## src/rtl/sipo_pkg.sv

```systemverilog
// Shared definitions for the SIPO deframer.
//   state_t     : deframer FSM encoding (IDLE, SHIFT, PARITY)
//   even_parity : parity check over a data word plus its received parity bit
package sipo_pkg;

  typedef enum logic [1:0] {
    IDLE   = 2'd0,
    SHIFT  = 2'd1,
    PARITY = 2'd2
  } state_t;

  // Returns 1 when data plus parity bit does not have even parity.
  function automatic logic even_parity_err(input logic [31:0] data, input int unsigned width,
                                           input logic par_bit);
    logic acc;
    acc = par_bit;
    for (int unsigned i = 0; i < 32; i++) begin
      if (i < width) acc = acc ^ data[i];
    end
    return acc;
  endfunction

endpackage

```

## src/rtl/sipo_out_buf.sv

```systemverilog
// One-entry output register with valid/ready handshake.
//   i_clk, i_rst     : clock, asynchronous active-high reset
//   i_load           : a completed word is offered this cycle
//   i_word, i_perr   : offered word and its parity-error flag
//   i_ready          : consumer accepts the held word when high with o_valid
//   o_word, o_perr   : held word and its parity-error flag
//   o_valid          : held word is available
//   o_overrun        : sticky, a word was offered while the buffer stayed full
module sipo_out_buf #(
  parameter int DATA_W = 4
) (
  input  logic              i_clk,
  input  logic              i_rst,
  input  logic              i_load,
  input  logic [DATA_W-1:0] i_word,
  input  logic              i_perr,
  input  logic              i_ready,
  output logic [DATA_W-1:0] o_word,
  output logic              o_perr,
  output logic              o_valid,
  output logic              o_overrun
);

  logic drain;
  logic accept;

  assign drain  = o_valid & i_ready;
  // The slot is usable if empty or emptied in this very cycle.
  assign accept = i_load & (~o_valid | i_ready);

  always_ff @(posedge i_clk or posedge i_rst) begin
    if (i_rst) begin
      o_word    <= '0;
      o_perr    <= 1'b0;
      o_valid   <= 1'b0;
      o_overrun <= 1'b0;
    end else begin
      if (accept) begin
        o_word  <= i_word;
        o_perr  <= i_perr;
        o_valid <= 1'b1;
      end else if (drain) begin
        o_valid <= 1'b0;
      end
      if (i_load && !accept) o_overrun <= 1'b1;
    end
  end

endmodule

```

## src/rtl/sipo_deframer.sv

```systemverilog
// Serial-to-parallel deframer for an MSB-first bit stream.
//   i_clk, i_rst    : clock, asynchronous active-high reset
//   i_start         : first (MSB) data bit is on i_serial_in this cycle
//   i_serial_in     : serial data, one bit per cycle
//   i_ready         : consumer accepts o_parallel_out when high with o_valid
//   o_parallel_out  : assembled word, stable while o_valid is high
//   o_valid         : output word available
//   o_parity_err    : parity of the held word failed (qualified by o_valid)
//   o_overrun       : sticky, a completed word was dropped (buffer full)
//   o_frame_err     : one-cycle pulse, i_start arrived mid-frame
module sipo_deframer
  import sipo_pkg::*;
#(
  parameter int n         = 4,
  parameter bit PARITY_EN = 1'b0
) (
  input  logic         i_clk,
  input  logic         i_rst,
  input  logic         i_start,
  input  logic         i_serial_in,
  input  logic         i_ready,
  output logic [n-1:0] o_parallel_out,
  output logic         o_valid,
  output logic         o_parity_err,
  output logic         o_overrun,
  output logic         o_frame_err
);

  localparam int CNT_W = $clog2(n + 1);
  localparam logic [CNT_W-1:0] LAST_CNT = CNT_W'(n - 1);

  state_t         state;
  logic [CNT_W-1:0] cnt;
  logic [n-1:0]   shreg;

  logic [n-1:0]   shifted;
  logic           complete;
  logic [n-1:0]   done_word;
  logic           done_perr;

  assign shifted = {shreg[n-2:0], i_serial_in};

  // A frame completes on its last data bit (no parity) or on the parity bit.
  // A restart strobe on that same cycle wins and abandons the word.
  always_comb begin
    complete  = 1'b0;
    done_word = shifted;
    done_perr = 1'b0;
    if (!i_start) begin
      if (state == SHIFT && cnt == LAST_CNT && !PARITY_EN) begin
        complete = 1'b1;
      end else if (state == PARITY) begin
        complete  = 1'b1;
        done_word = shreg;
        done_perr = even_parity_err(32'(shreg), n, i_serial_in);
      end
    end
  end

  always_ff @(posedge i_clk or posedge i_rst) begin
    if (i_rst) begin
      state       <= IDLE;
      cnt         <= '0;
      shreg       <= '0;
      o_frame_err <= 1'b0;
    end else begin
      o_frame_err <= i_start && (state != IDLE);
      if (i_start) begin
        // New frame from IDLE, or restart mid-frame: current bit is the MSB.
        shreg <= {{(n-1){1'b0}}, i_serial_in};
        cnt   <= CNT_W'(1);
        state <= SHIFT;
      end else begin
        case (state)
          SHIFT: begin
            shreg <= shifted;
            if (cnt == LAST_CNT) begin
              cnt   <= '0;
              state <= PARITY_EN ? PARITY : IDLE;
            end else begin
              cnt <= cnt + CNT_W'(1);
            end
          end
          PARITY: begin
            cnt   <= '0;
            state <= IDLE;
          end
          default: begin
            state <= IDLE;
          end
        endcase
      end
    end
  end

  sipo_out_buf #(
    .DATA_W (n)
  ) u_out_buf (
    .i_clk     (i_clk),
    .i_rst     (i_rst),
    .i_load    (complete),
    .i_word    (done_word),
    .i_perr    (done_perr),
    .i_ready   (i_ready),
    .o_word    (o_parallel_out),
    .o_perr    (o_parity_err),
    .o_valid   (o_valid),
    .o_overrun (o_overrun)
  );

endmodule
```

## config.mk

```make
export PLATFORM = sky130hd
export DESIGN_NAME = sipo_deframer
export DESIGN_NICKNAME = d
export VERILOG_FILES = /design/src/rtl/sipo_pkg.sv /design/src/rtl/sipo_out_buf.sv /design/src/rtl/sipo_deframer.sv
export SDC_FILE = /design/constraint.sdc
export NUM_CORES = 1
export LEC_CHECK = 0
export CAP_MARGIN = 20
export CORE_MARGIN = 3
export CORE_UTILIZATION = 40
export DETAILED_ROUTE_END_ITERATION = 10
export PLACE_DENSITY = 0.74
export REMOVE_ABC_BUFFERS = 1
export SETUP_SLACK_MARGIN = 0.02
export SYNTH_ARGS = -nofsm -noshare
export SYNTH_HDL_FRONTEND = slang
export SYNTH_SLANG_ARGS = --single-unit
```

## constraint.sdc

```tcl
create_clock -name i_clk -period 4.4 [get_ports i_clk]
set_input_delay 0.88 -clock i_clk [delete_from_list [all_inputs] [get_ports i_clk]]
set_output_delay 0.88 -clock i_clk [all_outputs]
set_load 0.03 [all_outputs]
```

==> flow_summary.json <==
{
  "cts_buffers": 3,
  "rr_endpoint": "u_out_buf.o_word[0]",
  "p_int_uw": 309.1,
  "wirelength_microns": 845,
  "hold_violations": 0,
  "synth_xor_area_share_pct": 1.431,
  "fp.dieW_microns": 45.11,
  "min_from": "u_out_buf.o_overrun",
  "instances_no_fill": 70,
  "start_util_pct": 44.78,
  "synth_top_area_share_pct": 57.26,
  "tns_ps": 0,
  "io_pins": 13,
  "antenna_found_initial": 0,
  "synthToLayoutAreaGrowth_pct": 20.45,
  "synthCells": 44,
  "cts_tree": "yes",
  "max_freq_mhz": 445.6,
  "synth_compound_area_share_pct": 3.885,
  "setup_viol_count_final": 0,
  "endpoint_kind": "flip-flop",
  "numPortBuffers": 11,
  "ctsHoldBuffers": 0,
  "ir_drop_uv": 353.5,
  "core_area_sq_um": 1366,
  "critPathArrivalTime_ps": 2400,
  "place_inst": 67,
  "clk_latency_ps": 270,
  "groute.usage.overall_pct": 9.393,
  "synthSimpleGateAreaFrac_pct": 13.29,
  "clk_pin_slew_ps": 70,
  "power.share.switching_pct": 34.88,
  "yosys.area.top_type": "dfrtp_1",
  "dr.pass1.iters": 2,
  "synth_cell_types": 21,
  "ctsResizeCount": 0,
  "crit_path_start_kind": "input pin",
  "n_antenna_cell": 0,
  "grt_max_degree": 15,
  "crit_end": "u_out_buf.o_word[0]",
  "synthAdderAreaFrac_pct": 2.045,
  "total_power_uw": 474.6,
  "via_count": 349,
  "cap_violations": 0,
  "clock-sinks": 14,
  "hold_class": "reg2reg",
  "die_h_microns": 45.11,
  "yosys_warnings": 0,
  "synthMuxAreaShare_pct": 16.56,
  "finClkSkew_ps": 0.9719,
  "clk_path_buf_depth": 2,
  "pwr-share-clk_pct": 14.3,
  "place_hpwl_microns": 605.7,
  "htree_levels": 1,
  "r2r-start": "state[0]",
  "grt_pass1_vias": 334,
  "drive_gt1_share_pct": 25.45,
  "status": "finished clean",
  "yosysSeqAreaShare_pct": 57.26,
  "min_period_over_period_pct": 51.00,
  "reg2regPathDepth": 3,
  "root_buffer": "clkbuf_4",
  "drv_slew": 0,
  "ant_nets": 0,
  "p_leak_nw": 0.3625,
  "die_area_sq_um": 2035,
  "fillCellCount": 122,
  "startpoint": "i_start",
  "path_max_fanout": 10,
  "pwr-share-seq_pct": 42.3,
  "route.detailed.drc": 0,
  "viasPerCell": 4.986,
  "ys_ff_latch": 14,
  "relSlewSlack_pct": 65.84,
  "rsz0062_at_grt": "no",
  "finalCriticalPeriod_ps": 2244,
  "p_switching_uw": 165.5,
  "place_area_sq_um": 714.4,
  "std_cell_rows": 13,
  "synth_top_family_by_area": "multiplexers",
  "combPwrFrac_pct": 43.4,
  "gp_congestion": 0.6809,
  "drtIter0Drc": 1,
  "critical_path_class": "in2reg",
  "layout.nets": 63,
  "synth_area_leaders": "dfrtp_1 (57%), mux2_4 (9.8%), mux2i_1 (4.9%)",
  "final_util_pct": 53.94,
  "overflow": 0,
  "grt_pass1_wl_microns": 1373,
  "stdcell_area_sq_um": 737.0,
  "worstMarginPinSlew_ps": 511.9,
  "synth_area_sq_um": 611.8,
  "crit_required_ps": 4560,
  "p_per_area_nw_per_um2": 644.0,
  "syn_area_per_cell_sq_um": 13.91,
  "cts_setup_buffers": 0,
  "rrSetupSlack_ps": 2770,
  "routedWlPerCell_microns": 12.07
}
how the worst min path moves through the flow:
stage                                     end  cells after the start  slack [ps]
after floorplan           u_out_buf.o_word[3]                      1         480
after global placement    u_out_buf.o_overrun                      1         460
after detailed placement  u_out_buf.o_overrun                      1         460
after CTS                 u_out_buf.o_overrun                      1         490
after global routing      u_out_buf.o_overrun                      1         510
final                     u_out_buf.o_overrun                      1         480
metrics by stage:
step	hold WS [ps]	worst slack [ps]
global placement	464.3	1892
detailed placement	460.9	1866
finish	478.2	2156
global route	507.9	2128
floorplan	481.2	2468
CTS	488.8	2160
placed cells by master (no fill, tap or decap):
master / synthesis / routed
nor2_1: 4 / 4
clkdlybuf4s50_1: 0 / 11
clkbuf_4: 0 / 3
nand2b_1: 2 / 2
nand2_1: 1 / 1
and3b_2: 1 / 1
dfrtp_1: 14 / 14
ha_1: 1 / 1
or4b_4: 1 / 1
o21bai_1: 1 / 1
nand2_4: 1 / 1
o21a_1: 1 / 1
or3_2: 1 / 1
mux2i_1: 3 / 3
conb_1: 1 / 1
mux2_4: 4 / 4
a21o_2: 1 / 1
xor2_1: 1 / 1
inv_1: 1 / 1
and2_2: 1 / 1
mux2_2: 1 / 1
sequential cells by signal, summed over array words and instances, names as in the netlist:
name / count
shreg: 3
u_out_buf.o_overrun: 1
state: 1
u_out_buf.o_word: 4
cnt: 3
u_out_buf.o_valid: 1
o_frame_err: 1
Yosys cell counts:
library cell and instances:
a21o_2 1, and3b_2 1, or3_2 1, mux2_2 1, mux2i_1 3, or4b_4 1
nor2_1 4, and2_2 1, dfrtp_1 14, inv_1 1, nand2_1 1, ha_1 1
buf_4 2, mux2_4 4, conb_1 1, xor2_1 1, buf_6 1, nand2b_1 2
nand2_4 1, o21a_1 1, o21bai_1 1
cell type report:
| cell class | count | area (sq um) | share of cell area (%) |
|---|---|---|---|
| multi-input combinational | 26 | 231.5 | 31.41 |
| inverter | 1 | 3.754 | 0.5093 |
| timing repair buffer | 11 | 110.1 | 14.94 |
| tap | 15 | 18.77 | 2.547 |
| sequential | 14 | 350.3 | 47.54 |
| clock buffer | 3 | 22.52 | 3.056 |
cells by family (layout without fill, tap and decap cells):
group	Yosys count	count (layout)
muxes	8	8
other	1	1
and+or+nand+nor	12	12
buffers and inverters	4	15
adders and majority gates	1	1
xor gates and xnor gates	1	1
DFF	14	14
AOI/OAI and AO/OA	3	3
per-layer routing:
metal / wire, microns / GRT usage (%) / share of wire (%) / vias up
li1: - / - / - / 167
met2: 388 / 13.56 / 46 / 12
met1: 388 / 12.76 / 46 / 170
met3: 68 / 4.781 / 8.0 / 0
met4: 0 / 1.754 / 0 / 0
met5: 0 / 0 / 0 / -
critical path, cell delays in order:
cell             delay [ps]
clkdlybuf4s50_1         560
or4b_4                  650
mux2_4                  310
power by group through the flow:
stage	registers [mW]	clock network [mW]	logic, mW
finish	0.201	0.0677	0.206
global route	0.206	0.0756	0.223
CTS	0.202	0.0711	0.209
detailed placement	0.204	0	0.207
global placement	0.203	0	0.205
floorplan	0.252	0	0.0877
No activity file was read; power rests on OpenSTA's default activity.
